<file path="src/rtl/goose_sprite_renderer.sv">
// Goose sprite renderer: beam coords -> LUT x/y, palette -> RRGGBB, spin FSM.
// Optional BOUNCE_EN: sprite bounces off the active-area edges on frame_tick.
// Ports:
//   clk, rst        : pixel clock, synchronous active-high reset
//   hpos, vpos      : beam column/row
//   display_on      : active-video flag aligned with hpos/vpos
//   frame_tick      : one-cycle pulse at start of vertical blank
//   spin            : level request for the spin animation
//   lut_x, lut_y    : registered sprite-local coords to the bitmap LUT
//   frame_sel       : registered animation frame index to the LUT
//   lut_pixel       : palette index returned combinationally by the LUT
//   rgb             : registered RRGGBB pixel
//   busy            : animation FSM not idle
module goose_sprite_renderer #(
  parameter int         SCALE_LOG2 = 2,
  parameter int         POS_X      = 256,
  parameter int         POS_Y      = 176,
  parameter int         FRAME_HOLD = 6,
  parameter logic [5:0] BG_COLOR   = 6'b000001,
  parameter int         H_ACTIVE   = 640,
  parameter int         V_ACTIVE   = 480,
  parameter int         STEP       = 1
) (
  input  logic       clk,
  input  logic       rst,
  input  logic [9:0] hpos,
  input  logic [9:0] vpos,
  input  logic       display_on,
  input  logic       frame_tick,
  input  logic       spin,
  output logic [4:0] lut_x,
  output logic [4:0] lut_y,
  output logic [1:0] frame_sel,
  input  logic [2:0] lut_pixel,
  output logic [5:0] rgb,
  output logic       busy
);

  localparam int SPR_W = 32 << SCALE_LOG2;
  localparam int CW    = (FRAME_HOLD > 1) ? $clog2(FRAME_HOLD) : 1;

  localparam logic [CW-1:0] CNT_LAST = CW'(FRAME_HOLD - 1);
  localparam logic [10:0]   SPR_W11  = 11'(SPR_W);

  typedef enum logic [1:0] {
    S_IDLE,
    S_SPIN,
    S_SETTLE
  } state_e;

  // Sprite position
  logic [9:0] pos_x_q;
  logic [9:0] pos_y_q;

`ifdef BOUNCE_EN
  logic [9:0] pos_x_d;
  logic [9:0] pos_y_d;
  logic       dx_q, dx_d;  // 1 = moving +STEP
  logic       dy_q, dy_d;

  always_comb begin
    pos_x_d = pos_x_q;
    pos_y_d = pos_y_q;
    dx_d    = dx_q;
    dy_d    = dy_q;
    if (frame_tick) begin
      // An edge hit flips direction and skips the move for that tick
      if (dx_q) begin
        if (int'(pos_x_q) + SPR_W + STEP > H_ACTIVE) dx_d = 1'b0;
        else pos_x_d = pos_x_q + 10'(STEP);
      end else begin
        if (int'(pos_x_q) < STEP) dx_d = 1'b1;
        else pos_x_d = pos_x_q - 10'(STEP);
      end
      if (dy_q) begin
        if (int'(pos_y_q) + SPR_W + STEP > V_ACTIVE) dy_d = 1'b0;
        else pos_y_d = pos_y_q + 10'(STEP);
      end else begin
        if (int'(pos_y_q) < STEP) dy_d = 1'b1;
        else pos_y_d = pos_y_q - 10'(STEP);
      end
    end
  end

  always_ff @(posedge clk) begin
    if (rst) begin
      pos_x_q <= 10'(POS_X);
      pos_y_q <= 10'(POS_Y);
      dx_q    <= 1'b1;
      dy_q    <= 1'b1;
    end else begin
      pos_x_q <= pos_x_d;
      pos_y_q <= pos_y_d;
      dx_q    <= dx_d;
      dy_q    <= dy_d;
    end
  end
`else
  localparam int unused_bounce = H_ACTIVE + V_ACTIVE + STEP;

  assign pos_x_q = 10'(POS_X);
  assign pos_y_q = 10'(POS_Y);
`endif

  // Stage 1: hit test and sprite-local coordinates
  logic [10:0] off_x;
  logic [10:0] off_y;
  logic        hit_x;
  logic        hit_y;
  logic        in_sprite_d;
  logic [4:0]  lut_x_d, lut_y_d;
  logic [4:0]  lut_x_q, lut_y_q;
  logic        in_sprite_q;
  logic        disp_q;

  always_comb begin
    off_x = {1'b0, hpos} - {1'b0, pos_x_q};
    off_y = {1'b0, vpos} - {1'b0, pos_y_q};
    hit_x = ({1'b0, hpos} >= {1'b0, pos_x_q})
         && ({1'b0, hpos} <  {1'b0, pos_x_q} + SPR_W11);
    hit_y = ({1'b0, vpos} >= {1'b0, pos_y_q})
         && ({1'b0, vpos} <  {1'b0, pos_y_q} + SPR_W11);
    in_sprite_d = hit_x && hit_y;
    lut_x_d = lut_x_q;
    lut_y_d = lut_y_q;
    if (in_sprite_d) begin
      lut_x_d = 5'(off_x >> SCALE_LOG2);
      lut_y_d = 5'(off_y >> SCALE_LOG2);
    end
  end

  always_ff @(posedge clk) begin
    if (rst) begin
      lut_x_q     <= '0;
      lut_y_q     <= '0;
      in_sprite_q <= 1'b0;
      disp_q      <= 1'b0;
    end else begin
      lut_x_q     <= lut_x_d;
      lut_y_q     <= lut_y_d;
      in_sprite_q <= in_sprite_d;
      disp_q      <= display_on;
    end
  end

  assign lut_x = lut_x_q;
  assign lut_y = lut_y_q;

  // Stage 2: palette lookup and compositing
  logic [5:0] pal;
  logic [5:0] rgb_d, rgb_q;

  always_comb begin
    pal = 6'b000000;
    unique case (lut_pixel)
      3'd1:    pal = 6'b000000;
      3'd2:    pal = 6'b111111;
      3'd3:    pal = 6'b110100;
      3'd4:    pal = 6'b101010;
      3'd5:    pal = 6'b010101;
      3'd6:    pal = 6'b111100;
      3'd7:    pal = 6'b110111;
      default: pal = 6'b000000;
    endcase
  end

  always_comb begin
    rgb_d = pal;
    if (!disp_q)
      rgb_d = 6'b000000;
    else if (!in_sprite_q || lut_pixel == 3'd0)
      rgb_d = BG_COLOR;
  end

  always_ff @(posedge clk) begin
    if (rst) rgb_q <= '0;
    else     rgb_q <= rgb_d;
  end

  assign rgb = rgb_q;

  // Animation FSM
  state_e          state_q, state_d;
  logic [CW-1:0]   cnt_q, cnt_d;
  logic [1:0]      frame_q, frame_d;
  logic            wrap;
  logic [CW-1:0]   cnt_step;
  logic [1:0]      frame_step;

  always_comb begin
    wrap       = (cnt_q == CNT_LAST);
    cnt_step   = wrap ? '0 : cnt_q + 1'b1;
    frame_step = wrap ? frame_q + 2'd1 : frame_q;
  end

  always_comb begin
    state_d = state_q;
    cnt_d   = cnt_q;
    frame_d = frame_q;
    unique case (state_q)
      S_IDLE: begin
        cnt_d   = '0;
        frame_d = '0;
        // The entry tick is the first counted tick
        if (frame_tick && spin) begin
          state_d = S_SPIN;
          cnt_d   = cnt_step;
          frame_d = frame_step;
        end
      end
      S_SPIN: begin
        if (frame_tick) begin
          cnt_d   = cnt_step;
          frame_d = frame_step;
          if (!spin) state_d = S_SETTLE;
        end
      end
      S_SETTLE: begin
        if (frame_tick) begin
          cnt_d   = cnt_step;
          frame_d = frame_step;
          if (spin)
            state_d = S_SPIN;
          else if (wrap && frame_q == 2'd3)
            state_d = S_IDLE;
        end
      end
      default: begin
        state_d = S_IDLE;
        cnt_d   = '0;
        frame_d = '0;
      end
    endcase
  end

  always_ff @(posedge clk) begin
    if (rst) begin
      state_q <= S_IDLE;
      cnt_q   <= '0;
      frame_q <= '0;
    end else begin
      state_q <= state_d;
      cnt_q   <= cnt_d;
      frame_q <= frame_d;
    end
  end

  assign frame_sel = frame_q;
  assign busy      = (state_q != S_IDLE);

endmodule

</file>
<file path="config.mk">
export PLATFORM = sky130hd
export DESIGN_NAME = goose_sprite_renderer
export DESIGN_NICKNAME = d
export VERILOG_FILES = /design/src/rtl/goose_sprite_renderer.sv
export SDC_FILE = /design/constraint.sdc
export NUM_CORES = 1
export LEC_CHECK = 0
export ABC_AREA = 1
export CORE_MARGIN = 2
export CORE_UTILIZATION = 33
export CTS_CLUSTER_SIZE = 14
export DETAILED_ROUTE_END_ITERATION = 6
export GPL_ROUTABILITY_DRIVEN = 1
export SLEW_MARGIN = 0
export SYNTH_ARGS = -nofsm -noshare
export SYNTH_HDL_FRONTEND = slang
export SYNTH_SLANG_ARGS = --single-unit
</file>
<file path="constraint.sdc">
create_clock -name clk -period 2.23 [get_ports clk]
set_input_delay 0.5575 -clock clk [delete_from_list [all_inputs] [get_ports clk]]
set_output_delay 0.5575 -clock clk [all_outputs]
set_load 0.1 [all_outputs]
</file>
### Word-level counts from Yosys, hierarchy flattened

Cells that the tools add are included.

| storage, ports and cells | value |
|---|---|
| logic and storage cells | 65 |
| output and inout port bits | 19 |
| flip-flop bits (word level) | 25 |
| bits of input ports | 28 |

| operators by class | value |
|---|---|
| magnitude comparators | 4 |
| multiplexer cells | 17 |
| reductions and logical operators | 14 |
| bitwise operators | 1 |
| $add $sub $neg | 4 |
| equal/unequal tests | 16 |

Operators by type and width:

| kind | number |
|---|---|
| $pmux W6 S6 | 1 |
| $lt A10 B9 Y1 const B | 2 |
| $mux W2 | 9 |
| $eq A3 B3 Y1 const B | 5 |
| $ge A10 B8 Y1 const B | 1 |
| $ge A10 B9 Y1 const B | 1 |
| $mux W3 | 3 |
| $ne A2 B2 Y1 const B | 4 |
| $sub A7 B1 Y7 const B | 1 |
| $sub A7 B6 Y7 const B | 1 |
| $eq A3 B2 Y1 const B | 2 |
| $pmux W2 S3 | 1 |
| $pmux W3 S2 | 1 |
| $logic_and A1 B1 Y1 | 5 |
| $reduce_and A5 Y1 | 1 |
| $eq A2 B2 Y1 const B | 2 |
| $pmux W2 S2 | 1 |
| $reduce_or A2 Y1 | 2 |
| $add A3 B1 Y3 const B | 1 |
| $logic_not A3 Y1 | 1 |
| $ne A3 B3 Y1 const B | 1 |
| $reduce_or A3 Y1 | 1 |
| $add A2 B1 Y2 const B | 1 |
| $eq A2 B1 Y1 const B | 1 |
| other kinds (7) | 7 |

### Logic depth before layout (Yosys ltp)

| depth | value |
|---|---|
| depth after elaboration | 6 |
| depth in mapped cells | 9 |
| depth with buffers taken out | 9 |

### Least setup slack after synthesis

Ideal clock, no wire load.

| timing path | value |
|---|---|
| kind | register to output |
| start point | register rgb_q[4] (netlist: rgb[4]) |
| end point | output rgb[4] |
| required time | 1.673 ns |
| path buffers | 1 |
| cell stages (with the launch flop) | 2 |
| arrival time | 1.356 ns |
| path slack | 0.316 ns |
| path through | dfxtp_1 > buf_4 |

RTL lines:

| what | line | source |
|---|---|---|
| start: declaration | 151 | `logic [5:0] rgb_d, rgb_q;` |
| start signal: assignment | 177 | `else rgb_q <= rgb_d;` |
| end: declaration | 35 | `output logic [5:0] rgb,` |

No word-level cell between the ends.

### Worst setup path in the final report

| timing path | value |
|---|---|
| start point | register state_q[0] |
| end point | output busy |

| between the ends | value |
|---|---|
| word-level cells in the longest chain between the ends | 1 |

RTL lines:

| what | line | source |
|---|---|---|
| start: declaration | 183 | `state_e state_q, state_d;` |
| start signal: assignment | 242 | `state_q <= state_d;` |
| $reduce_bool A2 Y1 | 249 | `assign busy = (state_q != S_IDLE);` |
| end: declaration | 36 | `output logic busy` |

No other way between the ends.

==> reports/qor.txt <==
delay of the slowest critical-path stage: 420 ps
most common cell after layout, fill and taps aside: nand2_1
Post-CTS Setup Repair Bufs: 0
Initial Utilization: 33.9%
Avg WL per Cell: 7.96 µm
CP top delay family: flip-flops
Final ANT Viol Nets: 0
Crit Path Max Fanout: 5
HP Class: register to register
drt first pass iters: 4
Crit path buffers/inverters: 3
largest area contributor in the netlist: dfxtp_1
Crit path top cell by count: inv_1
Synthesis Warnings: 0
Tmin final: 1840 ps
fmax: 0.543 GHz
Layout area overhead: 39.8%
CP Capture Type: output port
first-pass GRT wire length: 3910 µm
post-synth net total: 224
total power: 1.39 mW
largest net degree at the start of global routing: 21
via count: 1125
Setup Skew: 2.05 ps
syn avg cell area: 6.46 µm²
run status: completed
Cell Rows: 22
Final period util: 82.6%
Max-cap violations: 0
share of cells above drive strength 1: 12.4%
vias in the first global route: 1051
Hold Buf Count CTS: 0
Netlist cell types: 20
Via-to-Cell Ratio: 4.00
slowest stage cell, crit path: dfxtp_1
die height: 64.8 µm
final hold vios: 0
GRT Util Overall: 11.5%
#FFs+latches synth: 24
routability cong.: 0.761
Final Max Slew Viols: 0
Slew headroom: 82.2%
Remaining DRCs: 0
CP Class: register to output port
CORE AREA: 0.00361 mm²
Synth Instances: 189
Clk pin slew, worst setup/hold paths: 80 ps
Worst VDD drop: 0.288 mV
highest-count cells in the layout ignoring fill and taps: nand2_1, inv_1, nor2_1
worst skew pair latency: 260 ps
RSZ-0062 raised after global routing: no
grt total ovfl: 0
post-CTS resize count: 0
CP startpoint kind: register
Synth top area share: 39.3%
I/O pin total: 47
fin nets: 269
Final setup viols: 0
TritonCTS Buffers: 3
CP cell instances: inv_1 -> ha_1 -> inv_1 -> buf_12
Data required, critical path: 1670 ps
Die W: 64.8 µm
Seq/Total Area, Yosys: 39.3%
total power per unit cell area: 815 mW/mm²
CTS root buf: clkbuf_8
total leakage power: 0.909 nW
port buffer count: 42
cell area after synthesis: 0.00122 mm²
CTS max path bufs: 2
starting DRC count in detailed routing: 52
initial antenna violation count: 0
main area contributors after synthesis: dfxtp_1, nand2_1, inv_1
Worst-Margin Slew: 266 ps
hpwl dp: 1810 µm
WP data arrival: 1280 ps
TNS Setup: 0 ps
H-tree depth: 1
CTS Sinks: 24
CTS tree: done
die area: 0.00420 mm²
Total Wirelength: 2240 µm
diodes inserted: 0
Yosys cell counts (all sizes together):
| cell | n |
|---|---|
| a31oi | 2 |
| nand4 | 1 |
| nor3 | 1 |
| o21ai | 5 |
| or2 | 2 |
| dfxtp | 24 |
| inv | 42 |
| nor2 | 33 |
| nand3 | 8 |
| nand2 | 55 |
| buf | 4 |
| xor2 | 1 |
| a211oi | 1 |
| ha | 7 |
| a21oi | 3 |
metrics by stage:
| stage | util, % | cells | area, µm² | worst slack (ps) | hold slack, ps |
|---|---|---|---|---|---|
| final | 47.3 | 281 | 1710 | 388 | 456 |
| after global placement | 45.8 | 277 | 1650 | 198 | 435 |
| after CTS | 47.3 | 281 | 1710 | 368 | 457 |
| after global routing | 47.3 | 281 | 1710 | 319 | 475 |
| after detailed placement | 45.8 | 277 | 1650 | 194 | 445 |
| after floorplan | - | 189 | 1220 | 316 | 426 |
power breakdown:
| group | total [mW] | switching, mW | internal, mW | leakage (nW) |
|---|---|---|---|---|
| logic | 0.611 | 0.382 | 0.228 | 0.685 |
| clock network | 0.283 | 0.126 | 0.157 | 0.0288 |
| registers | 0.498 | 0.0325 | 0.465 | 0.195 |
| total | 1.39 | 0.541 | 0.851 | 0.909 |
flip-flops by register name, summed over array words and instances, names as in the netlist:
register     flops
lut_x            5
disp_q           1
frame_sel        2
in_sprite_q      1
cnt_q            3
rgb              5
state_q          2
lut_y            5
area by class of cell:
type | count | area (µm²)
fillers | 390 | 1900
multi-input cells | 119 | 553
flip-flops and latches | 24 | 480
repair buffers | 44 | 400
inverters | 42 | 158
well taps | 48 | 60.1
clock buffers | 4 | 55.1
cells by family after synthesis:
family | Yosys count | share of synthesized area (%)
and+or+nand+nor | 100 | 32.5
buffers and inverters | 46 | 15.4
DFF | 24 | 39.3
AOI/OAI and AO/OA | 11 | 4.92
adders and majority gates | 7 | 7.17
xor gates and xnor gates | 1 | 0.717
path summary, 6_finish.rpt:
kind,to,start,cells past startpoint,slack [ps]
worst max-delay path,busy,state_q[0],4,390
worst min-delay path,rgb[0],in_sprite_q,1,460
worst min register to register,rgb[0],in_sprite_q,1,460
worst max register to register,frame_sel[0],state_q[0],8,820
per-layer routing:
metal | routed length, µm | track usage, %
met2 | 1070 | 21.5
met3 | 69 | 1.56
met4 | 24 | 4.79
met1 | 1070 | 13.0
met5 | 0 | 0
Note: power is estimated with default switching activity, not from simulation.
==> patch (same flow settings) <==
The 3 states of `state_e` get a one-hot encoding in 3 bits.
--- a/src/rtl/goose_sprite_renderer.sv
+++ b/src/rtl/goose_sprite_renderer.sv
@@ -42,10 +42,10 @@
   localparam logic [CW-1:0] CNT_LAST = CW'(FRAME_HOLD - 1);
   localparam logic [10:0]   SPR_W11  = 11'(SPR_W);
 
-  typedef enum logic [1:0] {
-    S_IDLE,
-    S_SPIN,
-    S_SETTLE
+  typedef enum logic [2:0] {
+    S_IDLE   = 3'b001,
+    S_SPIN   = 3'b010,
+    S_SETTLE = 3'b100
   } state_e;
 
   // Sprite position
Check against the original RTL: same outputs for any inputs over 10 cycles, from zero or initial values and one cycle with rst high; not proved beyond that.
==> patch against the unedited design <==
- routed wire length up 20%
- sequential power barely moved
- worst setup slack gained 0.0075 ns
- global-route usage grew 2.9 points
- clock power fell by 29%
- combinational power fell by 34%
- sequential cell count is 1 higher
- non-clock buffer count rose by 2
- cell area is 2.7% lower
- sequential share of layout area is 2.0 points higher
- area after synthesis is 1.9% lower
- count of clock-buffer cells in the layout stayed put
- total power decreased by 21%
- worst hold slack worse by 0.016 ns
- critical path type unchanged
- largest power group is now sequential cells
==> patch: results <==
export IMPL_outcome="finished clean"
export IMPL_clock_insertion_delay_worst_skew_ns=0.31
export IMPL_synth_cells_most_frequent="sky130_fd_sc_hd__nand2_1 (27), sky130_fd_sc_hd__dfxtp_1 (25), sky130_fd_sc_hd__inv_1 (20)"
export IMPL_tightest_slew_ns=0.416
export IMPL_drt_wirelength_per_cell_um=10.8
export IMPL_worst_path_max_fanout=5
export IMPL_crit_path_end="busy"
export IMPL_met3RoutedLength_um=168
export IMPL_yosys_warnings=0
export IMPL_postSynthNetCount=190
export IMPL_slowest_delay_ns=0.41
export IMPL_cts_inserted_buffers=3
export IMPL_worst_hold_path_type="reg -> reg"
export IMPL_use_met2_pct=26.6
export IMPL_fin_hold_ws_ns=0.440
export IMPL_number_of_nets_at_the_end_of_the_flow=234
export IMPL_route_layer_met1_wl_um=1160
export IMPL_hold_path_end="rgb[0]"
export IMPL_worst_clock_skew_ns=0.00274
export IMPL_p_per_area_nw_per_um2=662
export IMPL_hp_start="in_sprite_q"
export IMPL_ys_flop_type="sky130_fd_sc_hd__dfxtp_1"
export IMPL_seq_power_share_pct=45.2
export IMPL_avgSynthCellArea_um2=7.48
export IMPL_gr_usage_met3_pct=4.58
export IMPL_ctsHtreeMaxLevel=1
export IMPL_place_detailed_hpwl_um=2130
export IMPL_post_cts_repair_setup_buffers=0
export IMPL_p_leak_nw=0.738
export IMPL_detail_route_wirelength_um=2690
export IMPL_dr_first_iter_drc_count=23
export IMPL_p_int_mw=0.692
export IMPL_synth_yosys_seq_area_share_pct=41.8
export IMPL_firstDrtPassIters=4
export IMPL_port_buffers=42
export IMPL_critPathLaunch="state_q[2]"
export IMPL_comb_power_mw=0.401
export IMPL_slowest_stage="sky130_fd_sc_hd__dfxtp_1"
export IMPL_gr_usage_all_layers_pct=14.4
export IMPL_via_count_of_the_first_global_routing_pass=1119
export IMPL_synthTopCellsByArea="sky130_fd_sc_hd__dfxtp_1 (42%), sky130_fd_sc_hd__nand2_1 (8.5%), sky130_fd_sc_hd__a21oi_1 (6.7%)"
export IMPL_top_signal_layer_used="met4"
export IMPL_viasPerCell=4.62
export IMPL_grt_max_degree=16
export IMPL_rr_endpoint="frame_sel[0]"
export IMPL_reg2reg_setup_slack_ns=1.03
export IMPL_fillCellCount=343
export IMPL_max_vdd_ir_drop_mv=0.386
export IMPL_ys_types=27
export IMPL_first_pass_grt_wire_length_um=4760
export IMPL_use_met1_pct=15.8
export IMPL_replace_congestion=0.833
export IMPL_wl_met2_um=1330
export IMPL_asyncSetResetFlopFracSynth_pct=0
export IMPL_numPlacedInstances=245
export IMPL_clk_root_buffer_cell="sky130_fd_sc_hd__clkbuf_4"
export IMPL_layout_cell_share_with_drive_strength_beyond_1_pct=19.7
export IMPL_worst_setup_hold_path_clk_slew_ns=0.13
export IMPL_crit_arrival_ns=1.28
export IMPL_cts_max_path_buffers=2
[patch: final cells by class]
type / count / area, µm² / share of cell area (%)
clock buffers: 4 / 26.3 / 1.58
repair buffers: 46 / 415 / 25.0
multi-input cells: 104 / 568 / 34.2
well taps: 46 / 57.6 / 3.47
flip-flops and latches: 25 / 500 / 30.1
inverters: 24 / 92.6 / 5.58
[patch: through the flow]
step	cell area, µm²	worst slack [ns]
2_1_floorplan	1200	0.316
3_3_place_gp	1630	0.0977
3_5_place_dp	1630	0.0581
4_1_cts	1660	0.379
5_1_grt	1660	0.267
6_report	1660	0.396
[patch: cells by family (layout without fill, tap and decap cells)]
family	count (synthesis)	in the layout	synth area share, %
AOI/OAI and AO/OA	28	28	13.0
and+or+nand+nor	73	73	31.7
adders and majority gates	2	2	2.09
xor gates and xnor gates	1	1	0.732
DFF	25	25	41.8
buffers and inverters	31	74	10.8
